--- src/rtl/fifo_write_arbiter.sv ---
// fifo_write_arbiter: shares the single fifo_memory write port between NUM_REQ
// producers using round-robin arbitration with burst locking. A granted producer
// keeps the port until its last beat or until MAX_BURST beats have been accepted.
// Optional statistics counters are built when FIFO_ARB_STATS_EN is defined.
module fifo_write_arbiter #(
    parameter int DATA_WIDTH = 8,
    parameter int NUM_REQ    = 4,
    parameter int MAX_BURST  = 8
) (
    input  logic                            clk,
    input  logic                            rstn,
    input  logic [NUM_REQ-1:0]              req_valid,
    input  logic [NUM_REQ*DATA_WIDTH-1:0]   req_data,
    input  logic [NUM_REQ-1:0]              req_last,
    output logic [NUM_REQ-1:0]              req_ready,
    output logic                            fifo_write_enable,
    output logic [DATA_WIDTH-1:0]           fifo_write_data,
    input  logic                            fifo_full,
    output logic [$clog2(NUM_REQ)-1:0]      grant_id,
    output logic                            busy
`ifdef FIFO_ARB_STATS_EN
    ,
    output logic [NUM_REQ*16-1:0]           stat_beats,
    output logic [15:0]                     stat_full_stall
`endif
);

    localparam int                IDX_W       = $clog2(NUM_REQ);
    localparam logic [IDX_W-1:0]  LAST_IDX    = IDX_W'(NUM_REQ - 1);
    localparam logic [7:0]        MAX_BURST_C = 8'(MAX_BURST);

    typedef enum logic {
        IDLE  = 1'b0,
        GRANT = 1'b1
    } state_t;

    state_t            state_q, state_d;
    logic [IDX_W-1:0]  rrPtr_q, rrPtr_d;
    logic [IDX_W-1:0]  grantId_q, grantId_d;
    logic [7:0]        beatCnt_q, beatCnt_d;

    logic                   ownerValid;
    logic                   ownerLast;
    logic [DATA_WIDTH-1:0]  ownerData;
    logic                   beatAccept;
    logic                   burstEnd;
    logic [IDX_W-1:0]       pickIdx;
    logic [IDX_W-1:0]       candIdx;
    int                     cand;

    // Select the current owner's valid/last/data lanes out of the producer buses
    always_comb begin
        ownerValid = req_valid[grantId_q];
        ownerLast  = req_last[grantId_q];
        ownerData  = req_data[grantId_q*DATA_WIDTH +: DATA_WIDTH];
    end

    // Zero-latency beat path: only the owner sees ready, and nothing moves while the FIFO is full
    always_comb begin
        req_ready         = '0;
        fifo_write_enable = 1'b0;
        fifo_write_data   = '0;
        beatAccept        = 1'b0;
        burstEnd          = 1'b0;
        if (state_q == GRANT) begin
            req_ready[grantId_q] = !fifo_full;
            fifo_write_enable    = ownerValid & !fifo_full;
            fifo_write_data      = ownerData;
            beatAccept           = ownerValid & !fifo_full;
            burstEnd             = beatAccept & (ownerLast | ((beatCnt_q + 8'd1) == MAX_BURST_C));
        end
    end

    // Round-robin search starting at rrPtr; walking downward lets the nearest requester win
    always_comb begin
        pickIdx = rrPtr_q;
        cand    = 0;
        candIdx = '0;
        for (int i = NUM_REQ - 1; i >= 0; i--) begin
            cand = int'(rrPtr_q) + i;
            if (cand >= NUM_REQ) begin
                cand = cand - NUM_REQ;
            end
            candIdx = IDX_W'(cand);
            if (req_valid[candIdx]) begin
                pickIdx = candIdx;
            end
        end
    end

    // Next-state logic: arbitrate in IDLE, count beats and detect burst end in GRANT
    always_comb begin
        state_d   = state_q;
        rrPtr_d   = rrPtr_q;
        grantId_d = grantId_q;
        beatCnt_d = beatCnt_q;
        case (state_q)
            IDLE: begin
                if (|req_valid) begin
                    state_d   = GRANT;
                    grantId_d = pickIdx;
                    beatCnt_d = '0;
                end
            end
            GRANT: begin
                if (beatAccept) begin
                    beatCnt_d = beatCnt_q + 8'd1;
                end
                if (burstEnd) begin
                    state_d = IDLE;
                    rrPtr_d = (grantId_q == LAST_IDX) ? '0 : grantId_q + 1'b1;
                end
            end
            default: begin
                state_d = IDLE;
            end
        endcase
    end

    // State registers with synchronous active-low reset; reset abandons any burst in flight
    always_ff @(posedge clk) begin
        if (!rstn) begin
            state_q   <= IDLE;
            rrPtr_q   <= '0;
            grantId_q <= '0;
            beatCnt_q <= '0;
        end else begin
            state_q   <= state_d;
            rrPtr_q   <= rrPtr_d;
            grantId_q <= grantId_d;
            beatCnt_q <= beatCnt_d;
        end
    end

    assign busy     = (state_q == GRANT);
    assign grant_id = grantId_q;

`ifdef FIFO_ARB_STATS_EN
    logic [15:0] statBeats_q [NUM_REQ];
    logic [15:0] statFullStall_q;

    // Saturating per-producer beat counters and full-stall cycle counter
    always_ff @(posedge clk) begin
        if (!rstn) begin
            for (int k = 0; k < NUM_REQ; k++) begin
                statBeats_q[k] <= '0;
            end
            statFullStall_q <= '0;
        end else begin
            for (int k = 0; k < NUM_REQ; k++) begin
                if (beatAccept && (grantId_q == IDX_W'(k)) && (statBeats_q[k] != 16'hFFFF)) begin
                    statBeats_q[k] <= statBeats_q[k] + 16'd1;
                end
            end
            if ((state_q == GRANT) && ownerValid && fifo_full && (statFullStall_q != 16'hFFFF)) begin
                statFullStall_q <= statFullStall_q + 16'd1;
            end
        end
    end

    // Flatten the per-producer counters onto the output bus
    always_comb begin
        stat_beats = '0;
        for (int k = 0; k < NUM_REQ; k++) begin
            stat_beats[k*16 +: 16] = statBeats_q[k];
        end
        stat_full_stall = statFullStall_q;
    end
`endif

endmodule

--- config.mk ---
export PLATFORM = sky130hd
export DESIGN_NAME = fifo_write_arbiter
export DESIGN_NICKNAME = d
export VERILOG_FILES = /design/src/rtl/fifo_write_arbiter.sv
export SDC_FILE = /design/constraint.sdc
export NUM_CORES = 1
export LEC_CHECK = 0
export BUFFER_PORTS_ARGS = -buffer_cell sky130_fd_sc_hd__buf_2
export CAP_MARGIN = 0
export CORE_MARGIN = 1
export CORE_UTILIZATION = 46
export DETAILED_ROUTE_END_ITERATION = 8
export PLACE_DENSITY = 0.8
export SLEW_MARGIN = 20
export SYNTH_ARGS = -nofsm -noshare
export SYNTH_HDL_FRONTEND = slang
export SYNTH_SLANG_ARGS = --single-unit
--- constraint.sdc ---
create_clock -name clk -period 2.35 [get_ports clk]
set_input_delay 0.5875 -clock clk [delete_from_list [all_inputs] [get_ports clk]]
set_output_delay 0.5875 -clock clk [all_outputs]
set_load 0.1 [all_outputs]
==> Word-level counts from Yosys, hierarchy flattened <==
Cells that the tools add are included.
W data, S select, Z words.
{ "totals": {"inputBits": 43, "wordCells": 72, "out_inout_bits": 16, "reg_bits": 13} }
{ "op_classes": {"shifts": 1, "addsub": 9, "n_eq_ne": 4, "reduce_logical": 6, "magnitude_cmp": 10, "n_bitwise": 5, "mux": 33} }
{ "ops": {"columns": ["cell", "count"], "rows": [
  ["$shiftx A32 B6 Y8", 1],
  ["$mux W8", 3],
  ["$mux W2", 9],
  ["$pmux W8 S2", 1],
  ["$lt A2 B3 Y1 const B", 5],
  ["$bmux W1 S2", 6],
  ["$mux W1", 11],
  ["$ge A3 B3 Y1 const B", 3],
  ["$add A8 B1 Y8 const B", 1],
  ["$eq A8 B4 Y1 const B", 1],
  ["$sub A2 B1 Y2 const B", 4],
  ["$add A2 B2 Y3 const B", 2],
  ["$reduce_and A2 Y1", 3],
  ["$and A4 B4 Y4", 1],
  ["$mux W4", 1],
  ["$ne A2 B2 Y1 const B", 2],
  ["$reduce_or A4 Y1", 1],
  ["$add A2 B1 Y3 const B", 1],
  ["$ge A2 B3 Y1 const B", 1],
  ["$add A2 B1 Y2 const B", 1],
  ["$and A1 B1 Y1", 2],
  ["$demux W1 S2", 1],
  ["$eq A2 B2 Y1 const B", 1],
  ["$ge A2 B1 Y1 const B", 1],
  ["5 further kinds", 5]
]} }

==> Logic depth before layout (Yosys ltp) <==
{ "logic_depth": {"word_depth": 9, "depth_mapped": 8, "depth_no_buf": 6} }

==> Worst setup path before layout <==
OpenSTA, ideal clock, no wires.
{ "synth_timing": {"path_type": "flip-flop to output port", "from": "register grantId_q[1] (netlist: grant_id[1])", "to": "output port fifo_write_data[0]", "t_required_ns": 1.762, "path_slack_ns": -0.837, "path_stages_with_launch": 5, "t_arrival_ns": 2.599, "path_cell_list": "dfxtp_1 > buf_2 > buf_1 > mux4_2 > and2_1"} }
{ "synth_via": {"elab_chain_len": 2} }
{ "synth_lines": {"columns": ["item", "line_no", "rtl"], "rows": [
  ["start, declared", "39", "logic [IDX_W-1:0] grantId_q, grantId_d;"],
  ["start signal, assigned", "130", "grantId_q <= grantId_d;"],
  ["$shiftx A32 B6 Y8", "55", "ownerData = req_data[grantId_q*DATA_WIDTH +: DATA_WIDTH];"],
  ["$mux W8", "65", "if (state_q == GRANT) begin"],
  ["end, declared", "17", "output logic [DATA_WIDTH-1:0] fifo_write_data,"]
]} }
No other way between the ends.

==> Worst setup path in the final report <==
{ "layout_timing": {"from": "register grantId_q[0] (netlist: grant_id[0])", "to": "output port fifo_write_data[1]"} }
The elaborated chain is that of the path after synthesis.

==> reports/summary.txt <==
Outcome: complete, no violations
Number of global-route vias before repair: 1213
Via count: 1307
Synth top area share: 21.4%
Cells after Synth: 141
Synth area leader: dfxtp_1
Slew Limit Fails: 0
Starting DRT DRC Count: 12
Gr usage total: 22.1%
# setup viols final: 0
Die Footprint: 2860 um2
Detailed Route WL: 3010 um
CTS sink cnt: 13
Number of synthesized flops with an enable pin: 0
Hold_buf cts: 0
Antenna cells: 0
Global-route wire length before repair: 4700 um
Setup tns final: 0 ns
FF+latch count, synth: 13
Crit share post-route: 98.7%
Initial Utilization: 48.7%
Critical path data arrival time: 1.73 ns
PD cells: 421 nW/um2
Setup crit end kind: primary output
Syn Area/Cell: 8.63 um2
Final Hold Fails: 0
Vias per cell: 5.73
Rows: 18
Reg clk slew, reported paths: 0.08 ns
Nets: 247
Largest net degree at the start of global routing: 19
Req. time, crit path: 1.76 ns
Critical path class: reg2out
Delay-heaviest family, CP: multiplexers
Worst slew margin: 67.9%
Drt wl/cell: 13.2 um
Max_cap viols: 0
Critical Path Slowest Stage Cell: mux4_2
Height of the die: 53.4 um
Crit-path max cell delay: 0.54 ns
Pre-Repair DR Iteration Count: 4
DRC errors left: 0
Antenna-violating nets left: 0
Share of cells above drive strength 1: 48.5%
Worst Tran Pin Value: 0.485 ns
Worst hold path class: reg2reg
TritonCTS clock tree: built
Total power: 700 uW
CP cell instances: mux4_2 -> and2_4 -> clkbuf_4
Post-DP HPWL: 2330 um
Die W: 53.4 um
Cts bufs inserted: 3
Leakage Power: 0.727 nW
# H-tree levels: 1
Async S/R FF share, synth: 0%
Fmax: 0.431 GHz
Grt ovf: 0
VDD IR max: 378 uV
Post-synth cell types: 48
Main flop type after synthesis: dfxtp_1
CP Max Fanout: 13
Buffers on Ports: 58
Core area: 2500 um2
R2R setup slack: 0.41 ns
Critical path startpoint category: flop
Net Count, Synth: 189
P&R area growth vs syn: 36.6%
Root Driver: clkbuf_4
Clk buf depth: 2
Final min period: 2.32 ns
Filler Cell Count: 194
Worst path bufs/invs: 1
Antenna violations before repair: 0
GP Congestion: 0.835
Layout Skew: 0.00828 ns
Register area share after synthesis: 21.4%
Num ports: 59
Ys Warns: 0
Synth Cell Area: 1220 um2
Worst-Skew Late Latency: 0.29 ns
Area contributors post-synth: dfxtp_1, mux4_2, and2_1, ha_1, a21boi_0
==> cell usage in the layout (no fill, tap or decap), types with 2 or more instances in the layout <==
| cell | instances |
|---|---|
| nand2_1 | 9 |
| a21boi_0 | 5 |
| buf_6 | 2 |
| clkbuf_4 | 4 |
| o22ai_1 | 4 |
| and2_4 | 3 |
| xnor2_1 | 2 |
| a21oi_1 | 7 |
| nor2b_1 | 3 |
| a31oi_1 | 2 |
| buf_2 | 46 |
| buf_12 | 4 |
| buf_4 | 10 |
| ha_1 | 5 |
| and2_2 | 10 |
| nand3_1 | 5 |
| inv_1 | 7 |
| dfxtp_1 | 10 |
| mux4_2 | 8 |
| nand3b_1 | 3 |
| o21ai_0 | 5 |
| mux2i_1 | 3 |
| dfxtp_4 | 2 |
| a211oi_1 | 2 |
| nor2_1 | 10 |
==> power breakdown <==
| part | internal, mW | total [mW] | switching [mW] |
|---|---|---|---|
| Clock | 0.0660 | 0.144 | 0.0785 |
| Sequential | 0.225 | 0.243 | 0.0177 |
| Combinational | 0.113 | 0.312 | 0.199 |
| Total | 0.404 | 0.700 | 0.295 |
==> worst paths after layout <==
kind,from,endpoint,cells past startpoint
setup reg to reg,grant_id[0],rrPtr_q[0],8
setup / recovery,grant_id[0],fifo_write_data[1],3
hold reg to reg,rrPtr_q[0],rrPtr_q[0],2
hold / removal,rrPtr_q[0],rrPtr_q[0],2
==> synthesized netlist by cell type (all sizes together), types with 2 or more instances <==
cell	count
inv	8
a21boi	5
nor2b	3
xnor2	2
o22ai	4
mux4	8
nand2	9
and2	14
mux2i	3
nand3b	3
o21ai	5
ha	5
nand3	5
mux2	2
nor2	11
a21oi	7
clkbuf	3
a31oi	2
dfxtp	13
a211oi	2
buf	7
==> metrics by stage <==
stage               area (um2)  util, %  instances  setup WS (ns)  hold slack (ns)
floorplan                 1250        -        141        -0.0834            0.448
global placement          1590     63.5        221          0.151            0.479
detailed placement        1590     63.5        221          0.119            0.479
CTS                       1640     65.7        227         0.0174            0.495
global route              1660     66.5        228        -0.0264            0.518
finish                    1660     66.5        228         0.0298            0.494
==> cells by family (layout without fill, tap and decap cells) <==
| logic type | after synthesis | count (layout) | share of synthesized area (%) |
|---|---|---|---|
| AOI/OAI and AO/OA | 34 | 34 | 19.2 |
| xor gates and xnor gates | 2 | 2 | 1.44 |
| adders and majority gates | 5 | 5 | 5.14 |
| buffers and inverters | 18 | 75 | 7.40 |
| DFF | 13 | 13 | 21.4 |
| muxes | 13 | 13 | 19.4 |
| and+or+nand+nor | 56 | 56 | 26.0 |
==> worst reg2reg max path, delay by kind of cell, from the launching register on <==
family / cells / cell delay [ns]
DFF: 1 / 0.42
buffers and inverters: 3 / 0.40
muxes: 1 / 0.23
AOI/OAI and AO/OA: 2 / 0.45
and+or+nand+nor: 2 / 0.39
==> sequential cells by signal, summed over array words and instances (netlist names) <==
register / cells
rrPtr_q: 2
grant_id: 2
busy: 1
beatCnt_q: 8
==> cell type report <==
type | instances | area [um2] | share of cell area [%]
clock buffer | 4 | 26.3 | 1.58
inverter | 8 | 30.0 | 1.81
multi-input combinational | 110 | 885 | 53.2
sequential | 13 | 269 | 16.2
tap | 30 | 37.5 | 2.26
timing repair buffer | 63 | 415 | 25.0
==> timing repair <==
action                                  4_1_cts  5_1_grt
endpoints found under the setup margin        8        6
gates cloned                                  0        0
setup buffers                                 2        1
resized for setup                             6        5
==> layer usage <==
metal	part of all wire [%]	track usage [%]
met5	0	0
met4	1.6	8.77
met3	7.7	2.30
met2	54	45.2
met1	37	21.8
No activity file was read; power rests on OpenSTA's default activity.
